$ cat config.mk
export PLATFORM = sky130hd
export DESIGN_NAME = seg_scan_mux_flat
export DESIGN_NICKNAME = d
export VERILOG_FILES = /design/src/rtl/seg_scan_mux_if.sv /design/src/rtl/seg_scan_mux.sv /design/src/flat_wrapper.sv
export SDC_FILE = /design/constraint.sdc
export NUM_CORES = 1
export LEC_CHECK = 0
export ABC_CLOCK_PERIOD_IN_PS = 2500
export CORE_UTILIZATION = 55
export CTS_BUF_LIST = sky130_fd_sc_hd__clkbuf_2 sky130_fd_sc_hd__clkbuf_4 sky130_fd_sc_hd__clkbuf_8
export CTS_CLUSTER_SIZE = 40
export DETAILED_ROUTE_END_ITERATION = 12
export DONT_BUFFER_PORTS = 1
export GPL_TIMING_DRIVEN = 0
export PLACE_DENSITY_LB_ADDON = 0.2
export SETUP_SLACK_MARGIN = 0.3
export SLEW_MARGIN = 10
export SYNTH_ARGS = -nofsm -noshare
export SYNTH_HDL_FRONTEND = slang
export SYNTH_SLANG_ARGS = --single-unit
$ cat constraint.sdc
create_clock -name clk -period 2.5 [get_ports clk]
set_input_delay 0.5 -clock clk [delete_from_list [all_inputs] [get_ports clk]]
set_output_delay 0.5 -clock clk [all_outputs]
set_load 0.05 [all_outputs]
$ cat src/rtl/seg_scan_mux_if.sv
// Bus bundle for seg_scan_mux: scan control and digit data in, display drive out.
// master = the side supplying data (datapath/testbench), slave = the scanner.
interface seg_scan_mux_if #(
  parameter int N_DIGITS = 8,
  parameter int DIGIT_W  = 4
);
  localparam int SEL_W = $clog2(N_DIGITS);

  logic                         en;
  logic [N_DIGITS*DIGIT_W-1:0]  d;
  logic [N_DIGITS-1:0]          dp_mask;
  logic [DIGIT_W-1:0]           y;
  logic [N_DIGITS-1:0]          an;
  logic                         dp;
  logic [SEL_W-1:0]             sel;
  logic                         frame_pulse;

  modport master (
    output en, d, dp_mask,
    input  y, an, dp, sel, frame_pulse
  );

  modport slave (
    input  en, d, dp_mask,
    output y, an, dp, sel, frame_pulse
  );
endinterface

$ cat src/rtl/seg_scan_mux.sv
// seg_scan_mux: time-multiplexed seven-segment digit scanner.
// Prescaled digit stepping, per-frame snapshot of the digit word (no tearing),
// one-hot active-high anode drive, decimal-point select and a frame-wrap pulse.
// Optional build macro LEADING_ZERO_BLANK_EN: darkens digits above the highest
// nonzero digit of the frame snapshot (digit 0 always lit).
module seg_scan_mux #(
  parameter int N_DIGITS = 8,
  parameter int DIGIT_W  = 4,
  parameter int SCAN_DIV = 10000
) (
  input  logic            clk,
  input  logic            rstn,
  seg_scan_mux_if.slave   bus
);
  localparam int SEL_W = $clog2(N_DIGITS);
  localparam int CNT_W = (SCAN_DIV > 1) ? $clog2(SCAN_DIV) : 1;
  localparam logic [CNT_W-1:0] CNT_MAX = CNT_W'(SCAN_DIV - 1);
  localparam logic [SEL_W-1:0] SEL_MAX = SEL_W'(N_DIGITS - 1);

  logic [CNT_W-1:0]             cnt, cnt_next;
  logic [SEL_W-1:0]             sel_q, sel_next;
  logic [N_DIGITS*DIGIT_W-1:0]  d_q, d_q_next;
  logic [N_DIGITS-1:0]          dp_q, dp_q_next;
  logic                         tick, wrap, snap;
  logic [DIGIT_W-1:0]           y_q, y_next;
  logic [N_DIGITS-1:0]          an_q, an_next;
  logic                         dp_o, dp_next;
  logic                         fp_q;

  // Prescaler, scan index and frame snapshot next-state.
  always_comb begin
    tick     = bus.en && (cnt == CNT_MAX);
    wrap     = (sel_q == SEL_MAX);
    snap     = !bus.en || (tick && wrap);
    cnt_next = '0;
    if (bus.en && !tick)
      cnt_next = cnt + 1'b1;
    sel_next = sel_q;
    if (tick)
      sel_next = wrap ? '0 : sel_q + 1'b1;
    d_q_next  = snap ? bus.d       : d_q;
    dp_q_next = snap ? bus.dp_mask : dp_q;
  end

`ifdef LEADING_ZERO_BLANK_EN
  logic [N_DIGITS-1:0] lit;
  logic                seen;

  // Digit i is lit when it or any higher digit of the snapshot is nonzero.
  always_comb begin
    lit    = '0;
    seen   = 1'b0;
    lit[0] = 1'b1;
    for (int unsigned i = N_DIGITS - 1; i >= 1; i--) begin
      seen   = seen | (|d_q_next[i*DIGIT_W +: DIGIT_W]);
      lit[i] = seen;
    end
  end
`endif

  // Output next-state: everything taken from the post-edge digit index and snapshot.
  always_comb begin
    y_next  = '0;
    dp_next = 1'b0;
    an_next = '0;
    for (int unsigned i = 0; i < N_DIGITS; i++) begin
      if (sel_next == SEL_W'(i)) begin
        y_next     = d_q_next[i*DIGIT_W +: DIGIT_W];
        dp_next    = dp_q_next[i];
        an_next[i] = bus.en;
      end
    end
`ifdef LEADING_ZERO_BLANK_EN
    an_next = an_next & lit;
`endif
  end

  // State and registered outputs.
  always_ff @(posedge clk or negedge rstn) begin
    if (!rstn) begin
      cnt   <= '0;
      sel_q <= '0;
      d_q   <= '0;
      dp_q  <= '0;
      y_q   <= '0;
      an_q  <= '0;
      dp_o  <= 1'b0;
      fp_q  <= 1'b0;
    end else begin
      cnt   <= cnt_next;
      sel_q <= sel_next;
      d_q   <= d_q_next;
      dp_q  <= dp_q_next;
      y_q   <= y_next;
      an_q  <= an_next;
      dp_o  <= dp_next;
      fp_q  <= tick && wrap;
    end
  end

  assign bus.y           = y_q;
  assign bus.an          = an_q;
  assign bus.dp          = dp_o;
  assign bus.sel         = sel_q;
  assign bus.frame_pulse = fp_q;
endmodule

$ cat src/flat_wrapper.sv
// flat-port wrapper written by rule: the top's interface ports become plain ports
module seg_scan_mux_flat 
#(
  parameter int N_DIGITS = 8,
  parameter int DIGIT_W  = 4,
  parameter int SCAN_DIV = 10000
)
  (clk, rstn, bus_en, bus_d, bus_dp_mask, bus_y, bus_an, bus_dp, bus_sel, bus_frame_pulse);
  seg_scan_mux_if #(.N_DIGITS(N_DIGITS), .DIGIT_W(DIGIT_W)) bus_i ();
  input  logic clk;
  input  logic rstn;
  input wire logic [$bits(bus_i.en)-1:0] bus_en;
  input wire logic [$bits(bus_i.d)-1:0] bus_d;
  input wire logic [$bits(bus_i.dp_mask)-1:0] bus_dp_mask;
  output wire logic [$bits(bus_i.y)-1:0] bus_y;
  output wire logic [$bits(bus_i.an)-1:0] bus_an;
  output wire logic [$bits(bus_i.dp)-1:0] bus_dp;
  output wire logic [$bits(bus_i.sel)-1:0] bus_sel;
  output wire logic [$bits(bus_i.frame_pulse)-1:0] bus_frame_pulse;
  assign bus_i.en = bus_en;
  assign bus_i.d = bus_d;
  assign bus_i.dp_mask = bus_dp_mask;
  assign bus_y = bus_i.y;
  assign bus_an = bus_i.an;
  assign bus_dp = bus_i.dp;
  assign bus_sel = bus_i.sel;
  assign bus_frame_pulse = bus_i.frame_pulse;
  seg_scan_mux #(.N_DIGITS(N_DIGITS), .DIGIT_W(DIGIT_W), .SCAN_DIV(SCAN_DIV)) u_core (.clk(clk), .rstn(rstn), .bus(bus_i));
endmodule
==> run metrics, run 1 <==
status=finished with violations; violated checks=negative setup slack; met2 Usage GRT=0.411; fin crit period=2.67 ns; Nets=367; Placed Area=3560 um2; CP Data Arrival Time=2.89 ns; GR Util met3=0.0727; port bufs=0; GP Congestion=0.832; syn nets=333; Top FF cell, synth=dfrtp_1; Starting Density=0.571; internal power=1800 uW; most used cell, CP=ha_4; Storage cell area=1790 um2; WP data required=2.73 ns; post-DP HPWL=4980 um; Clk pwr share=0.353; Final Skew=0.00556 ns; Synth top area share=0.526; ANT nets after route=0; EDFF count, synth=0; wire per inst=19.7 um; count leader, synth=dfrtp_1; register area share after synthesis=0.526; total number of vias=2393; critical path capture point type=flop; MaxCap Viol Count=0; multi-input logic area=1880 um2; synth top area cells=dfrtp_1, mux2i_1, mux2_2; max incr delay on CP=0.62 ns; IO Count=60; Clock Tree Buf Depth=2; met1 Track Usage GR=0.336; Die ar.=6460 um2; synth cell count leaders=dfrtp_1, nor2_1, mux2i_1, inv_1, mux2_2; Final Max Tran Viols=0; Setup crit start kind=flop; Hold WC Path Type=in2async; PnR worst setup slack=-0.166 ns; leak pwr=0.00194 uW; global route overflow=0; Final Cell Area=4440 um2; global routing's busiest layer=met2; clock insertion delay at the later pin of the skew report=0.35 ns; Clock Tree Root=clkbuf_8; Worst Path Max Fanout=10; fraction of layout cells with a size suffix above 1=0.406; CP max stage cell=dfrtp_4; Syn-to-layout area delta=31.4%; row count=28; Synth Area per Inst=11.8 um2; Yosys warnings=0; vias per cell=5.98; synthesized instance count=287; P_sw=599 uW; first-pass GRT wire length=12400 um; pin count of the biggest net entering global routing=72; antenna violations before repair=0; Sw Share=0.250; combinational power share=0.109; biggest area consumer among synthesized cells=dfrtp_1; DRC=0; Final Hold Fails=0; Peak VDD IR=458 uV; critical path class=reg2reg; Fmax=375 MHz; crit-path cells=ha_4 -> ha_4 -> nand3_2 -> o41ai_4 -> buf_4 -> buf_12 -> mux2i_2 -> o22ai_1 -> a2111oi_2 -> a21oi_1; clock slew at reported path FFs=0.07 ns; DR pass1 iterations=4; H-Tree Depth=3; Fill cells=371; die width=80.4 um; Post-Syn Area=3380 um2; CTS Sinks=71; Core Box Area=5920 um2; Final setup violation count=5; Inserted Clock Buffers=9; RSZ-0062 raised after global routing=true; Post-synth ARST share=1.00; Tot GR Track Use=0.265; synthesized flop and latch total=71; Worst Reg2Reg Path Length in Cells=10; Unique masters post-synth=45; CTS tree=done; period utilisation layout=1.07; Pwr Density=541 nW/um2; final WL=7880 um; number of global-route vias before repair=2462; # diodes=0; Rel. slew slack=0.645; DIE HEIGHT=80.4 um; 1st-iter DRT viols=142; Worst Max-Slew Pin Slew=0.530 ns; final core occ=0.750; Reg power frac=0.538
[worst paths after layout]
check	slack (ns)	end	start
max in group asynchronous	2.18	u_core.bus.sel[2]	rstn
min in group clk	0.26	u_core.dp_q[3]	bus_dp_mask[3]
setup / recovery	-0.17	u_core.bus.y[3]	u_core.bus.sel[1]
hold reg to reg	0.46	u_core.cnt[0]	u_core.cnt[0]
setup reg to reg	-0.17	u_core.bus.y[3]	u_core.bus.sel[1]
hold / removal	0.02	u_core.cnt[6]	rstn
[metal layers]
metal / wire [um] / up-vias
met5: 0 / -
met4: 283 / 0
met3: 490 / 28
met2: 3810 / 78
met1: 3300 / 1194
li1: - / 1093
[timing repair]
| item | 4_1_cts | 5_1_grt |
|---|---|---|
| endpoints found under the setup margin | 66 | 61 |
| setup buffers | 15 | 7 |
| hold endpoints to repair | 71 | 0 |
| resized for setup | 42 | 55 |
| hold buffers | 1 | 0 |
| pin swaps | 8 | 4 |
[state kept, by name (all words and copies together) (netlist names)]
| name | cells |
|---|---|
| u_core.d_q | 32 |
| u_core.cnt | 14 |
| u_core.bus.an | 8 |
| u_core.dp_q | 8 |
| u_core.bus.y | 4 |
| u_core.bus.sel | 3 |
| u_core.bus.dp | 1 |
| u_core.bus.frame_pulse | 1 |
[power by group through the flow]
stage | Sequential, uW | Combinational (uW) | Clock [uW]
after floorplan | 1290 | 131 | 0
after global placement | 1300 | 158 | 0
after detailed placement | 1300 | 163 | 0
after CTS | 1280 | 206 | 851
after global routing | 1300 | 286 | 907
final | 1290 | 262 | 846
[stage by stage]
step / setup slack (ns) / instances / hold WS, ns / total power (uW) / TNS (ns)
detailed placement: -0.501 / 362 / 0.206 / 1470 / -3.10
global route: -0.251 / 400 / 0.0510 / 2490 / -1.09
finish: -0.166 / 400 / 0.0237 / 2400 / -0.675
floorplan: -0.0442 / 287 / 0.204 / 1430 / -0.167
CTS: -0.112 / 393 / 0.0453 / 2340 / -0.463
global placement: -0.446 / 362 / 0.206 / 1460 / -2.40
[cell type report]
cell class | instances | area share
well taps | 75 | 0.0211
plain buffers | 11 | 0.0327
clock inverters | 1 | 0.00113
multi-input cells | 183 | 0.423
clock buffers | 14 | 0.0392
inverters | 22 | 0.0186
repair buffers | 23 | 0.0615
flip-flops and latches | 71 | 0.403
[critical path, delay by kind of cell (launching register included)]
family	cells	cell delay (ns)
mux	1	0.24
flops	1	0.62
compound gates	4	0.83
simple gates	1	0.10
buf+inv	2	0.37
fa+ha+maj	2	0.35
[cells in the final DEF (no fill, tap or decap), drive strengths merged, types with 5 or more instances in the layout]
cell type	n
inv	22
mux2	27
nand2	7
mux2i	25
clkbuf	17
dfrtp	71
o21ba	5
xnor2	8
buf	31
o21ai	7
o221ai	5
a21oi	6
and3	7
nand3	8
nor2	31
a32oi	6
[kinds of logic (layout without fill, tap and decap cells)]
logic type	after synthesis	count (layout)	share of synthesized area
adder cells (fa/ha/maj)	3	3	0.0111
multiplexers	52	52	0.166
XOR/XNOR	12	12	0.0311
flip-flops	71	71	0.526
AND/OR/NAND/NOR	74	74	0.121
buffers and inverters	33	71	0.0467
AO/OA/AOI/OAI	42	42	0.0981
Note: power is estimated with default switching activity, not from simulation.
==> run 2, diff against run 1 <==
ABC_CLOCK_PERIOD_IN_PS = 3210   (was 2500)
PLACE_DENSITY = 0.78   (was unset)
PLACE_DENSITY_LB_ADDON = unset   (was 0.2)
clock period = 3.21 ns   (was 2.5 ns; I/O delays follow)
==> run metrics, run 2 (same netlist as run 1, synthesis figures left out) <==
status=finished clean; ANT nets after route=0 (unchanged); antenna violations before repair=0 (unchanged); Final Max Tran Viols=0 (unchanged); DIE HEIGHT=80.4 um (unchanged); Peak VDD IR=323 uV (-30%); final WL=7360 um (-6.6%); DR pass1 iterations=4 (unchanged); most frequent cells in the layout=dfrtp_1, nor2_1, inv_1; GP Congestion=0.829 (-0.35%); setup TNS=0 ns (+0.675 ns); Worst Max-Slew Pin Slew=0.574 ns (+0.0438 ns); commonest non-fill, non-tap cell in the layout=dfrtp_1; H-Tree Depth=3 (unchanged); MaxCap Viol Count=0 (unchanged); Tot GR Track Use=0.246 (-0.0190); IO Count=60 (unchanged); Clock Tree Root=clkbuf_8; WP data required=3.43 ns (+0.70 ns); period utilisation layout=0.869 (-0.197); Syn-to-layout area delta=14.1%; Pwr Density=471 nW/um2 (-13%); Final Hold Fails=0 (unchanged); final core occ=0.651 (-0.0985); CP Data Arrival Time=3.01 ns (+0.12 ns); number of global-route vias before repair=2327 (-5.5%); Rel. slew slack=0.612 (-0.0333); pin count of the biggest net entering global routing=72 (unchanged); Nets=351 (-4.4%); fraction of layout cells with a size suffix above 1=0.258 (-0.148); Starting Density=0.571 (unchanged); DRC=0 (unchanged); clock slew at reported path FFs=0.08 ns (about the same); fin crit period=2.79 ns (+0.124 ns); Total Power=1820 uW (-24%); Setup Slack @ Placement=-0.140 ns (+0.361 ns); global route overflow=0 (unchanged); Top reg by flops=u_core.d_q; Critical R2R Launch=u_core.bus.sel[0]; 1st-iter DRT viols=174 (+23%); Setup crit start kind=flop; Worst Path Max Fanout=10 (unchanged); met2 Usage GRT=0.408 (-0.00254); Hold WC Path Type=in2async; final hold slack=0.148 ns (+0.124 ns); global routing's busiest layer=met2; # diodes=0 (unchanged); port bufs=0 (unchanged); Inserted Clock Buffers=9 (unchanged); GR Util met3=0.0716 (-0.00114); Worst R2R Setup Slack=0.42 ns (+0.59 ns); max reg flops=32 (unchanged); Clock Tree Buf Depth=2 (unchanged); total number of vias=2277 (-4.8%); Worst Reg2Reg Path Length in Cells=9 (-1); Die ar.=6460 um2 (unchanged); wire per inst=19.1 um (-3.0%); vias per cell=5.91 (-1.1%); Final setup violation count=0 (-5); die width=80.4 um (unchanged); largest registers=u_core.d_q (32), u_core.cnt (14); critical path capture point type=flop; CTS Sinks=71 (unchanged); post-DP HPWL=5030 um (+0.97%); leak pwr=0.00178 uW (-8.6%); critical path class=reg2reg; row count=28 (unchanged); Final Skew=0.00663 ns (+0.00107 ns); Core Box Area=5920 um2 (unchanged); RSZ-0062 raised after global routing=true; Fill cells=444 (+20%); clock insertion delay at the later pin of the skew report=0.35 ns (about the same); Worst Setup SP=u_core.bus.sel[0]; reg2reg end=u_core.bus.y[1]; first-pass GRT wire length=11500 um (-7.1%); met1 Track Usage GR=0.295 (-0.0404); PnR worst setup slack=0.419 ns (+0.586 ns); Fmax=358 MHz (-4.5%); CTS tree=done
run 2: worst max path at each step:
stage	endpoint	depth (start not counted)
after floorplan	u_core.bus.y[3]	9
after global placement	u_core.bus.y[3]	9
after detailed placement	u_core.bus.y[2]	9
after CTS	u_core.bus.y[2]	9
after global routing	u_core.bus.y[0]	10
final	u_core.bus.y[1]	9
run 2: final cells by class:
| cell class | count | area [um2] | share of cell area |
|---|---|---|---|
| inverter | 22 | 82.6 | 0.0214 |
| clock buffer | 11 | 151 | 0.0393 |
| sequential | 71 | 1790 | 0.463 |
| buffer | 11 | 85.1 | 0.0221 |
| multi-input combinational | 183 | 1550 | 0.403 |
| tap | 75 | 93.8 | 0.0243 |
| clock inverter | 5 | 32.5 | 0.00844 |
| timing repair buffer | 7 | 70.1 | 0.0182 |
run 2: repair_timing:
action | 4_1_cts | 5_1_grt
endpoints found under the hold margin | 71 | 0
gates resized for setup | 14 | 18
hold buffers | 1 | 0
buffers inserted | 5 | 1
pin swaps | 3 | 1
endpoints found under the setup margin | 6 | 5
run 2: where the power goes:
part / switching, uW / internal [uW] / leakage, uW / total [uW]
clock network: 344 / 321 / 0.0000991 / 665
registers: 46.3 / 953 / 0.000878 / 999
logic: 85.1 / 67.2 / 0.000798 / 152
run 2: worst max-delay path: stages, from the launching register on:
cell and delay, ns:
dfrtp_4 0.56, ha_1 0.19, ha_2 0.22, nand3_1 0.13
o41ai_4 0.32, buf_4 0.29, mux2i_1 0.33, nor2_1 0.09
a2111oi_1 0.39, a21oi_1 0.14
run 2: through the flow:
stage,std cells,instance area [um2]
2_1_floorplan,287,3380
3_3_place_gp,362,3470
3_5_place_dp,362,3470
4_1_cts,384,3770
5_1_grt,385,3850
6_report,385,3850
run 2: routing by layer:
layer / up-vias / wire [um] / part of all wire
li1: 1050 / - / -
met2: 89 / 3670 / 0.50
met4: 0 / 155 / 0.021
met3: 16 / 629 / 0.085
met1: 1122 / 2910 / 0.40
met5: - / 0 / 0
